[src/rtl/vga_timing_pkg.sv]
// -----------------------------------------------------------------------------
// vga_timing_pkg
//
// Purpose:
//   Shared definitions for the 640x480 @ 60 Hz raster timing generator.
//   Holds the default timing constants, the derived line/frame totals, the
//   coordinate type used on every scan-coordinate bus, and a helper that
//   tells whether a total fits the coordinate width.
//
// Contents:
//   coord_t           10-bit scan coordinate (DrawX / DrawY)
//   DEF_H_* / DEF_V_* default horizontal / vertical region lengths
//   H_TOTAL / V_TOTAL clocks per line / lines per frame at the defaults
//   fits_coord()      1 when a total can be counted by a coord_t (0..total-1)
// -----------------------------------------------------------------------------
package vga_timing_pkg;

   localparam int COORD_W = 10;

   typedef logic [COORD_W-1:0] coord_t;

   // Horizontal regions, in pixel clocks.
   localparam int DEF_H_VISIBLE = 640;
   localparam int DEF_H_FRONT   = 16;
   localparam int DEF_H_SYNC    = 96;
   localparam int DEF_H_BACK    = 48;

   // Vertical regions, in lines.
   localparam int DEF_V_VISIBLE = 480;
   localparam int DEF_V_FRONT   = 10;
   localparam int DEF_V_SYNC    = 2;
   localparam int DEF_V_BACK    = 33;

   localparam int H_TOTAL = DEF_H_VISIBLE + DEF_H_FRONT + DEF_H_SYNC + DEF_H_BACK;
   localparam int V_TOTAL = DEF_V_VISIBLE + DEF_V_FRONT + DEF_V_SYNC + DEF_V_BACK;

   // A total is countable when its last value (total-1) is representable and
   // the axis has at least two positions.
   function automatic bit fits_coord(input int total);
      return (total >= 2) && (total <= (1 << COORD_W));
   endfunction

endpackage : vga_timing_pkg

[src/rtl/vga_timing_gen_if.sv]
// -----------------------------------------------------------------------------
// vga_timing_gen_if
//
// Purpose:
//   Raster timing bus from the timing generator to the sprite/palette
//   pipelines and the VGA pins. There is no handshake: the producer presents
//   a new, fully registered sample on every vga_clk edge and consumers must
//   accept it in that cycle (valid is implicitly always 1, ready is not
//   modelled).
//
// Signals:
//   DrawX        current horizontal count, 0..H_TOTAL-1
//   DrawY        current vertical count,   0..V_TOTAL-1
//   hs           horizontal sync, active low
//   vs           vertical sync, active low
//   blank        1 = visible pixel, 0 = blanking
//   frame_start  high while (DrawX,DrawY) = (0,0)
//   line_start   high while DrawX = 0
//
// Modports:
//   master  timing generator (drives everything)
//   slave   consumer (samples everything)
// -----------------------------------------------------------------------------
interface vga_timing_gen_if;
   import vga_timing_pkg::*;

   coord_t DrawX;
   coord_t DrawY;
   logic   hs;
   logic   vs;
   logic   blank;
   logic   frame_start;
   logic   line_start;

   modport master (
      output DrawX,
      output DrawY,
      output hs,
      output vs,
      output blank,
      output frame_start,
      output line_start
   );

   modport slave (
      input DrawX,
      input DrawY,
      input hs,
      input vs,
      input blank,
      input frame_start,
      input line_start
   );

endinterface : vga_timing_gen_if

[src/rtl/vga_axis_counter.sv]
// -----------------------------------------------------------------------------
// vga_axis_counter
//
// Purpose:
//   One raster axis (horizontal or vertical). Counts 0..TOTAL-1, advancing
//   only when i_advance is high, and decodes the sync region. The sync
//   qualifier is registered from the next-state count so it lines up with
//   o_count in the same cycle.
//
// Parameters:
//   VISIBLE, FRONT, SYNC, BACK  region lengths in counts; TOTAL is their sum
//
// Ports:
//   i_clk           clock
//   i_rst           synchronous active-high reset (count -> 0)
//   i_advance       step the counter on this edge
//   o_count         current count, registered
//   o_wrap          combinational: the coming edge takes the count from
//                   TOTAL-1 to 0 (i_advance and count at TOTAL-1)
//   o_sync_n        registered, active-low sync for o_count
//   o_next_visible  combinational: the count after the coming edge is in the
//                   visible region; the parent combines axes and registers it
// -----------------------------------------------------------------------------
module vga_axis_counter
   import vga_timing_pkg::*;
#(
   parameter int VISIBLE = DEF_H_VISIBLE,
   parameter int FRONT   = DEF_H_FRONT,
   parameter int SYNC    = DEF_H_SYNC,
   parameter int BACK    = DEF_H_BACK
) (
   input  logic   i_clk,
   input  logic   i_rst,
   input  logic   i_advance,
   output coord_t o_count,
   output logic   o_wrap,
   output logic   o_sync_n,
   output logic   o_next_visible
);

   localparam int TOTAL      = VISIBLE + FRONT + SYNC + BACK;
   localparam int SYNC_START = VISIBLE + FRONT;
   localparam int SYNC_END   = SYNC_START + SYNC;

   localparam coord_t LAST_C       = coord_t'(TOTAL - 1);
   localparam coord_t VISIBLE_C    = coord_t'(VISIBLE);
   localparam coord_t SYNC_START_C = coord_t'(SYNC_START);
   localparam coord_t SYNC_END_C   = coord_t'(SYNC_END);

   // Sync level at count 0, used as the reset value.
   localparam logic RST_SYNC_N = (SYNC_START != 0);

   coord_t r_count;
   logic   r_sync_n;

   logic   w_at_last;
   logic   w_wrap;
   coord_t w_next;
   logic   w_next_sync_n;

   assign w_at_last = (r_count == LAST_C);
   assign w_wrap    = i_advance && w_at_last;

   always_comb begin
      w_next = r_count;
      if (i_advance) begin
         w_next = w_at_last ? '0 : r_count + coord_t'(1);
      end
   end

   // Sync is low for counts in [SYNC_START, SYNC_END).
   assign w_next_sync_n = !((w_next >= SYNC_START_C) && (w_next < SYNC_END_C));

   always_ff @(posedge i_clk) begin
      if (i_rst) begin
         r_count  <= '0;
         r_sync_n <= RST_SYNC_N;
      end else begin
         r_count  <= w_next;
         r_sync_n <= w_next_sync_n;
      end
   end

   assign o_count        = r_count;
   assign o_wrap         = w_wrap;
   assign o_sync_n       = r_sync_n;
   assign o_next_visible = (w_next < VISIBLE_C);

endmodule : vga_axis_counter

[src/rtl/vga_timing_gen.sv]
// -----------------------------------------------------------------------------
// vga_timing_gen
//
// Purpose:
//   Raster timing generator for a 640x480 @ 60 Hz display on the 25 MHz
//   vga_clk. Produces scan coordinates, the visible-area qualifier and the
//   active-low syncs. Every output is a flop whose value is decoded from the
//   next-state counters, so coordinates and qualifiers presented in one cycle
//   always describe the same pixel.
//
// Ports:
//   vga_clk  pixel clock, single clock domain
//   reset    synchronous, active-high; forces position (0,0) and the decode
//            of (0,0): hs=1, vs=1, blank=1, frame_start=1, line_start=1
//   vga      vga_timing_gen_if.master: DrawX, DrawY, hs, vs, blank,
//            frame_start, line_start
//
// Structure:
//   Two vga_axis_counter instances. The horizontal one advances every cycle;
//   the vertical one advances on the horizontal wrap, so both counters reach
//   0 on the same edge at the end of a frame and vs only moves at DrawX=0.
// -----------------------------------------------------------------------------
module vga_timing_gen
   import vga_timing_pkg::*;
#(
   parameter int H_VISIBLE = DEF_H_VISIBLE,
   parameter int H_FRONT   = DEF_H_FRONT,
   parameter int H_SYNC    = DEF_H_SYNC,
   parameter int H_BACK    = DEF_H_BACK,
   parameter int V_VISIBLE = DEF_V_VISIBLE,
   parameter int V_FRONT   = DEF_V_FRONT,
   parameter int V_SYNC    = DEF_V_SYNC,
   parameter int V_BACK    = DEF_V_BACK
) (
   input  logic              vga_clk,
   input  logic              reset,
   vga_timing_gen_if.master  vga
);

   localparam int H_TOTAL_P = H_VISIBLE + H_FRONT + H_SYNC + H_BACK;
   localparam int V_TOTAL_P = V_VISIBLE + V_FRONT + V_SYNC + V_BACK;

   // Both counters are coord_t wide; refuse to build a timing they cannot count.
   if (!fits_coord(H_TOTAL_P)) begin : g_h_total_check
      $error("vga_timing_gen: horizontal total does not fit the coordinate width");
   end
   if (!fits_coord(V_TOTAL_P)) begin : g_v_total_check
      $error("vga_timing_gen: vertical total does not fit the coordinate width");
   end

   coord_t w_h_count;
   logic   w_h_wrap;
   logic   w_h_sync_n;
   logic   w_h_next_visible;

   coord_t w_v_count;
   logic   w_v_wrap;
   logic   w_v_sync_n;
   logic   w_v_next_visible;

   logic   r_blank;
   logic   r_frame_start;
   logic   r_line_start;

   vga_axis_counter #(
      .VISIBLE (H_VISIBLE),
      .FRONT   (H_FRONT),
      .SYNC    (H_SYNC),
      .BACK    (H_BACK)
   ) u_h_axis (
      .i_clk          (vga_clk),
      .i_rst          (reset),
      .i_advance      (1'b1),
      .o_count        (w_h_count),
      .o_wrap         (w_h_wrap),
      .o_sync_n       (w_h_sync_n),
      .o_next_visible (w_h_next_visible)
   );

   vga_axis_counter #(
      .VISIBLE (V_VISIBLE),
      .FRONT   (V_FRONT),
      .SYNC    (V_SYNC),
      .BACK    (V_BACK)
   ) u_v_axis (
      .i_clk          (vga_clk),
      .i_rst          (reset),
      .i_advance      (w_h_wrap),
      .o_count        (w_v_count),
      .o_wrap         (w_v_wrap),
      .o_sync_n       (w_v_sync_n),
      .o_next_visible (w_v_next_visible)
   );

   // The horizontal counter advances every cycle, so its wrap means the next
   // DrawX is 0; a simultaneous vertical wrap means the next position is (0,0).
   always_ff @(posedge vga_clk) begin
      if (reset) begin
         r_blank       <= 1'b1;
         r_frame_start <= 1'b1;
         r_line_start  <= 1'b1;
      end else begin
         r_blank       <= w_h_next_visible && w_v_next_visible;
         r_line_start  <= w_h_wrap;
         r_frame_start <= w_h_wrap && w_v_wrap;
      end
   end

   assign vga.DrawX       = w_h_count;
   assign vga.DrawY       = w_v_count;
   assign vga.hs          = w_h_sync_n;
   assign vga.vs          = w_v_sync_n;
   assign vga.blank       = r_blank;
   assign vga.frame_start = r_frame_start;
   assign vga.line_start  = r_line_start;

endmodule : vga_timing_gen
[src/flat_wrapper.sv]
// flat-port wrapper written by rule: the top's interface ports become plain ports
module vga_timing_gen_flat import vga_timing_pkg::*;
#(
   parameter int H_VISIBLE = DEF_H_VISIBLE,
   parameter int H_FRONT   = DEF_H_FRONT,
   parameter int H_SYNC    = DEF_H_SYNC,
   parameter int H_BACK    = DEF_H_BACK,
   parameter int V_VISIBLE = DEF_V_VISIBLE,
   parameter int V_FRONT   = DEF_V_FRONT,
   parameter int V_SYNC    = DEF_V_SYNC,
   parameter int V_BACK    = DEF_V_BACK
)
  (vga_clk, reset, vga_DrawX, vga_DrawY, vga_hs, vga_vs, vga_blank, vga_frame_start, vga_line_start);
  vga_timing_gen_if vga_i ();
  input  logic vga_clk;
  input  logic reset;
  output wire logic [$bits(vga_i.DrawX)-1:0] vga_DrawX;
  output wire logic [$bits(vga_i.DrawY)-1:0] vga_DrawY;
  output wire logic [$bits(vga_i.hs)-1:0] vga_hs;
  output wire logic [$bits(vga_i.vs)-1:0] vga_vs;
  output wire logic [$bits(vga_i.blank)-1:0] vga_blank;
  output wire logic [$bits(vga_i.frame_start)-1:0] vga_frame_start;
  output wire logic [$bits(vga_i.line_start)-1:0] vga_line_start;
  assign vga_DrawX = vga_i.DrawX;
  assign vga_DrawY = vga_i.DrawY;
  assign vga_hs = vga_i.hs;
  assign vga_vs = vga_i.vs;
  assign vga_blank = vga_i.blank;
  assign vga_frame_start = vga_i.frame_start;
  assign vga_line_start = vga_i.line_start;
  vga_timing_gen #(.H_VISIBLE(H_VISIBLE), .H_FRONT(H_FRONT), .H_SYNC(H_SYNC), .H_BACK(H_BACK), .V_VISIBLE(V_VISIBLE), .V_FRONT(V_FRONT), .V_SYNC(V_SYNC), .V_BACK(V_BACK)) u_core (.vga_clk(vga_clk), .reset(reset), .vga(vga_i));
endmodule
[config.mk]
export PLATFORM = sky130hd
export DESIGN_NAME = vga_timing_gen_flat
export DESIGN_NICKNAME = d
export VERILOG_FILES = /design/src/rtl/vga_timing_pkg.sv /design/src/rtl/vga_timing_gen_if.sv /design/src/rtl/vga_axis_counter.sv /design/src/rtl/vga_timing_gen.sv /design/src/flat_wrapper.sv
export SDC_FILE = /design/constraint.sdc
export NUM_CORES = 1
export LEC_CHECK = 0
export ABC_AREA = 1
export BUFFER_PORTS_ARGS = -buffer_cell sky130_fd_sc_hd__buf_2
export CORE_MARGIN = 2
export CORE_UTILIZATION = 55
export DETAILED_ROUTE_END_ITERATION = 8
export GPL_ROUTABILITY_DRIVEN = 0
export GPL_TIMING_DRIVEN = 0
export PLACE_DENSITY = 0.86
export RECOVER_POWER = 50
export SLEW_MARGIN = 15
export SYNTH_ARGS = -nofsm -noshare
export SYNTH_HDL_FRONTEND = slang
export SYNTH_SLANG_ARGS = --single-unit
[constraint.sdc]
create_clock -name vga_clk -period 4.4 [get_ports vga_clk]
set_input_delay 0.44 -clock vga_clk [delete_from_list [all_inputs] [get_ports vga_clk]]
set_output_delay 0.44 -clock vga_clk [all_outputs]
set_load 0.03 [all_outputs]
==> summary.md <==
| Metric | Value |
|---|---|
| Status | `finished, final reports clean` |
| Max stage delay on crit path | `0.46 ns` |
| Via density | `5.044` |
| HPWL Detailed | `2302 um` |
| Sw frac | `0.2471` |
| Tmin final | `2.201 ns` |
| Hold-fix buffers, CTS | `0` |
| Kind of critical path | `register to register` |
| GRT overflow | `0` |
| Area of the multi-input gates | `748.2 sq um` |
| Slowest CP cell | `nand4_1` |
| Sequential share of power | `0.653` |
| Startpoint types | `register` |
| Max IR drop VDD | `0.2437 mV` |
| Sequential share of the synthesized area | `0.3587` |
| Gr usage total | `0.2345` |
| Commonest non-fill, non-tap cells in the layout | `nand2_1, nor2_1, inv_1` |
| Final Cycle Share | `0.5003` |
| Most frequent CP cell | `nand2_1` |
| I/O Buffers | `26` |
| Core box area | `0.002432 sq mm` |
| Final hold slack | `0.3463 ns` |
| Worst R2R End | `u_core.u_v_axis.o_sync_n` |
| Largest net degree at the start of global routing | `16` |
| Final Net Count | `247` |
| WP data required | `4.63 ns` |
| CP max FO | `10` |
| DRT Pass-1 Iters | `4` |
| Clk slew on worst S/H paths | `0.14 ns` |
| Post-CTS sizing | `0` |
| Syn_area_per_cell | `6.643 sq um` |
| Worst Hold Launch | `reset` |
| Clock skew | `0.005570 ns` |
| DRT Wirelength | `3024 um` |
| RSZ-0062 raised after global routing | `false` |
| Cells after Synth | `210` |
| DR iter-0 viols | `28` |
| Setup TNS | `0 ns` |
| Full die area | `0.002956 sq mm` |
| I/O Pins | `27` |
| Cts bufs inserted | `3` |
| Routed len/inst | `11.20 um` |
| Initial Utilization | `0.5736` |
| Post-DP Area | `0.001563 sq mm` |
| WHS Endpoint | `u_core.u_h_axis.o_count[5]` |
| Synth cell types | `28` |
| Power Density | `230.5 mW/mm^2` |
| Count of final setup violators | `0` |
| Fillers | `255` |
| H-tree levels | `1` |
| Hold path depth | `2` |
| Site row count | `18` |
| CP Capture Type | `register` |
| Final Hold Viols | `0` |
| Sequential cell area | `500.5 sq um` |
| Cell family with most CP delay | `simple AND/OR/NAND/NOR gates` |
| Share of cells above drive strength 1 | `0.1250` |
| Antenna-violating nets left | `0` |
| Worst-skew pair later-pin latency | `0.32 ns` |
| Global-route wire length before repair | `5023 um` |
| Reg-to-reg critical path startpoint | `u_core.u_h_axis.o_count[0]` |
| Final instance area | `0.001546 sq mm` |
| Commonest non-fill, non-tap cell in the layout | `nand2_1` |
| Post-CTS setup buffers | `0` |
| P_leak | `0.7706 nW` |
| Via count | `1,362` |
| Die Y | `54.37 um` |
| Cell Area, Synth | `0.001395 sq mm` |
| Tot Pwr | `0.0003565 W` |
| Pint | `0.0002684 W` |
| CTS max path bufs | `2` |
| Net Sw Power | `0.00008807 W` |
| Reg2Reg Setup Slack | `2.20 ns` |
| ANT cells | `0` |
| YS warnings | `0` |
| Max-slew violation count | `0` |
| Slew HR | `0.6660` |
| Tightest Hold Check Type | `input pin to register` |
| CTS root buf | `clkbuf_4` |
| Synthesis-to-layout area growth | `10.85%` |
| Die W | `54.37 um` |
| Fmax | `0.4543 GHz` |
| Arrival @ worst endpoint | `2.43 ns` |
| Reg2Reg Depth | `10` |
| Max-Cap Viols | `0` |
| Clock power share | `0.298` |
| DRC violations left | `0` |
| Num Clock Sinks | `25` |
| CTS tree | `built` |
| Syn_nets | `216` |
| Buf/Inv on CP | `1` |
| Vias in the first global route | `1,267` |
| Antenna violations before repair | `0` |
| Synth Register Bits | `25` |
| Combinational power share | `0.049` |
| Worst slew pin tran | `0.4995 ns` |
| Crit-path cells | `ha_1 -> nand2_2 -> nor2_1 -> nand4_1 -> nand2_1 -> nand2_1 -> nor2_1 -> nand4_2 -> inv_1 -> nand2_1` |
-- cells in the mapped netlist --
master	count	area share
o21a_1	1	0.0054
nor2_8	1	0.014
nor2_1	34	0.091
o21ai_1	3	0.011
ha_1	4	0.036
clkbuf_1	1	0.0027
nor2_2	3	0.013
inv_1	26	0.070
nand3b_1	2	0.011
nand4_1	2	0.0090
dfxtp_1	25	0.36
nand4_2	2	0.018
and2_1	1	0.0045
nand2_4	1	0.0081
o21ai_0	2	0.0072
nand2_1	62	0.17
inv_2	6	0.016
nand2_2	4	0.018
a21oi_1	3	0.011
a21oi_2	1	0.0063
nor2_4	1	0.0081
nor3b_1	1	0.0054
nand3_2	1	0.0072
nor3_1	2	0.0072
o21bai_1	1	0.0054
nand4_4	1	0.015
xor2_1	2	0.013
nand3_1	17	0.061
-- power groups by stage --
stage	Combinational, W	Clock [W]	Sequential, W
global route	0.0000198	0.000122	0.000234
CTS	0.0000188	0.000113	0.000233
global placement	0.0000184	0	0.000237
floorplan	0.00000600	0	0.000244
detailed placement	0.0000188	0	0.000238
finish	0.0000176	0.000106	0.000233
-- metrics by stage --
stage,cells,util,setup slack [ns]
after floorplan,210,-,2.559
after CTS,270,0.6548,2.600
after global placement,266,0.6425,2.655
after global routing,270,0.6358,1.965
final,270,0.6358,2.199
after detailed placement,266,0.6425,2.633
-- worst reg2reg max path: stages (launching register included) --
cell,delay [ns]
dfxtp_1,0.45
ha_1,0.24
nand2_2,0.07
nor2_1,0.22
nand4_1,0.46
nand2_1,0.18
nand2_1,0.09
nor2_1,0.16
nand4_2,0.12
inv_1,0.08
nand2_1,0.05
-- logic make-up (layout without fill, tap and decap cells) --
group,Yosys count,in the layout,synth area share
AO/OA/AOI/OAI,11,11,0.04574
AND/OR/NAND/NOR,135,135,0.4583
adder cells (fa/ha/maj),4,4,0.03588
buffers and inverters,33,63,0.08878
flip-flops,25,25,0.3587
XOR/XNOR,2,2,0.01256
-- area by class of cell --
type | instances | share of cell area
Buffer | 1 | 0.002427
Clock buffer | 3 | 0.01456
Clock inverter | 1 | 0.004854
Inverter | 32 | 0.07767
Multi-Input combinational cell | 152 | 0.4838
Sequential cell | 25 | 0.3236
Tap cell | 30 | 0.02427
Timing Repair Buffer | 26 | 0.06877
-- metal layers --
layer,up-vias,global-route usage,share of wire
met4,0,0.06667,0.014
met1,607,0.2568,0.43
met2,40,0.4398,0.50
met5,-,0,0
met3,6,0.06011,0.055
li1,709,-,-
-- worst max path at each step --
stage,startpoint,endpoint,slack [ns],depth (start not counted)
2_1_floorplan,u_core.u_h_axis.o_count[0],u_core.vga.blank,2.56,12
3_3_place_gp,u_core.u_h_axis.o_count[0],u_core.vga.blank,2.65,10
3_5_place_dp,u_core.u_h_axis.o_count[0],u_core.u_v_axis.o_sync_n,2.63,10
4_1_cts,u_core.u_h_axis.o_count[0],u_core.u_v_axis.o_sync_n,2.60,10
5_1_grt,u_core.u_h_axis.o_count[0],u_core.vga.blank,1.97,10
6_report,u_core.u_h_axis.o_count[0],u_core.u_v_axis.o_sync_n,2.20,10
-- flip-flops by register name (all words and copies together) (netlist names) --
name / flops
u_core.u_h_axis.o_count: 10
u_core.u_h_axis.o_sync_n: 1
u_core.u_v_axis.o_count: 10
u_core.u_v_axis.o_sync_n: 1
u_core.vga.blank: 1
u_core.vga.frame_start: 1
u_core.vga.line_start: 1
No activity file was read; power rests on OpenSTA's default activity.
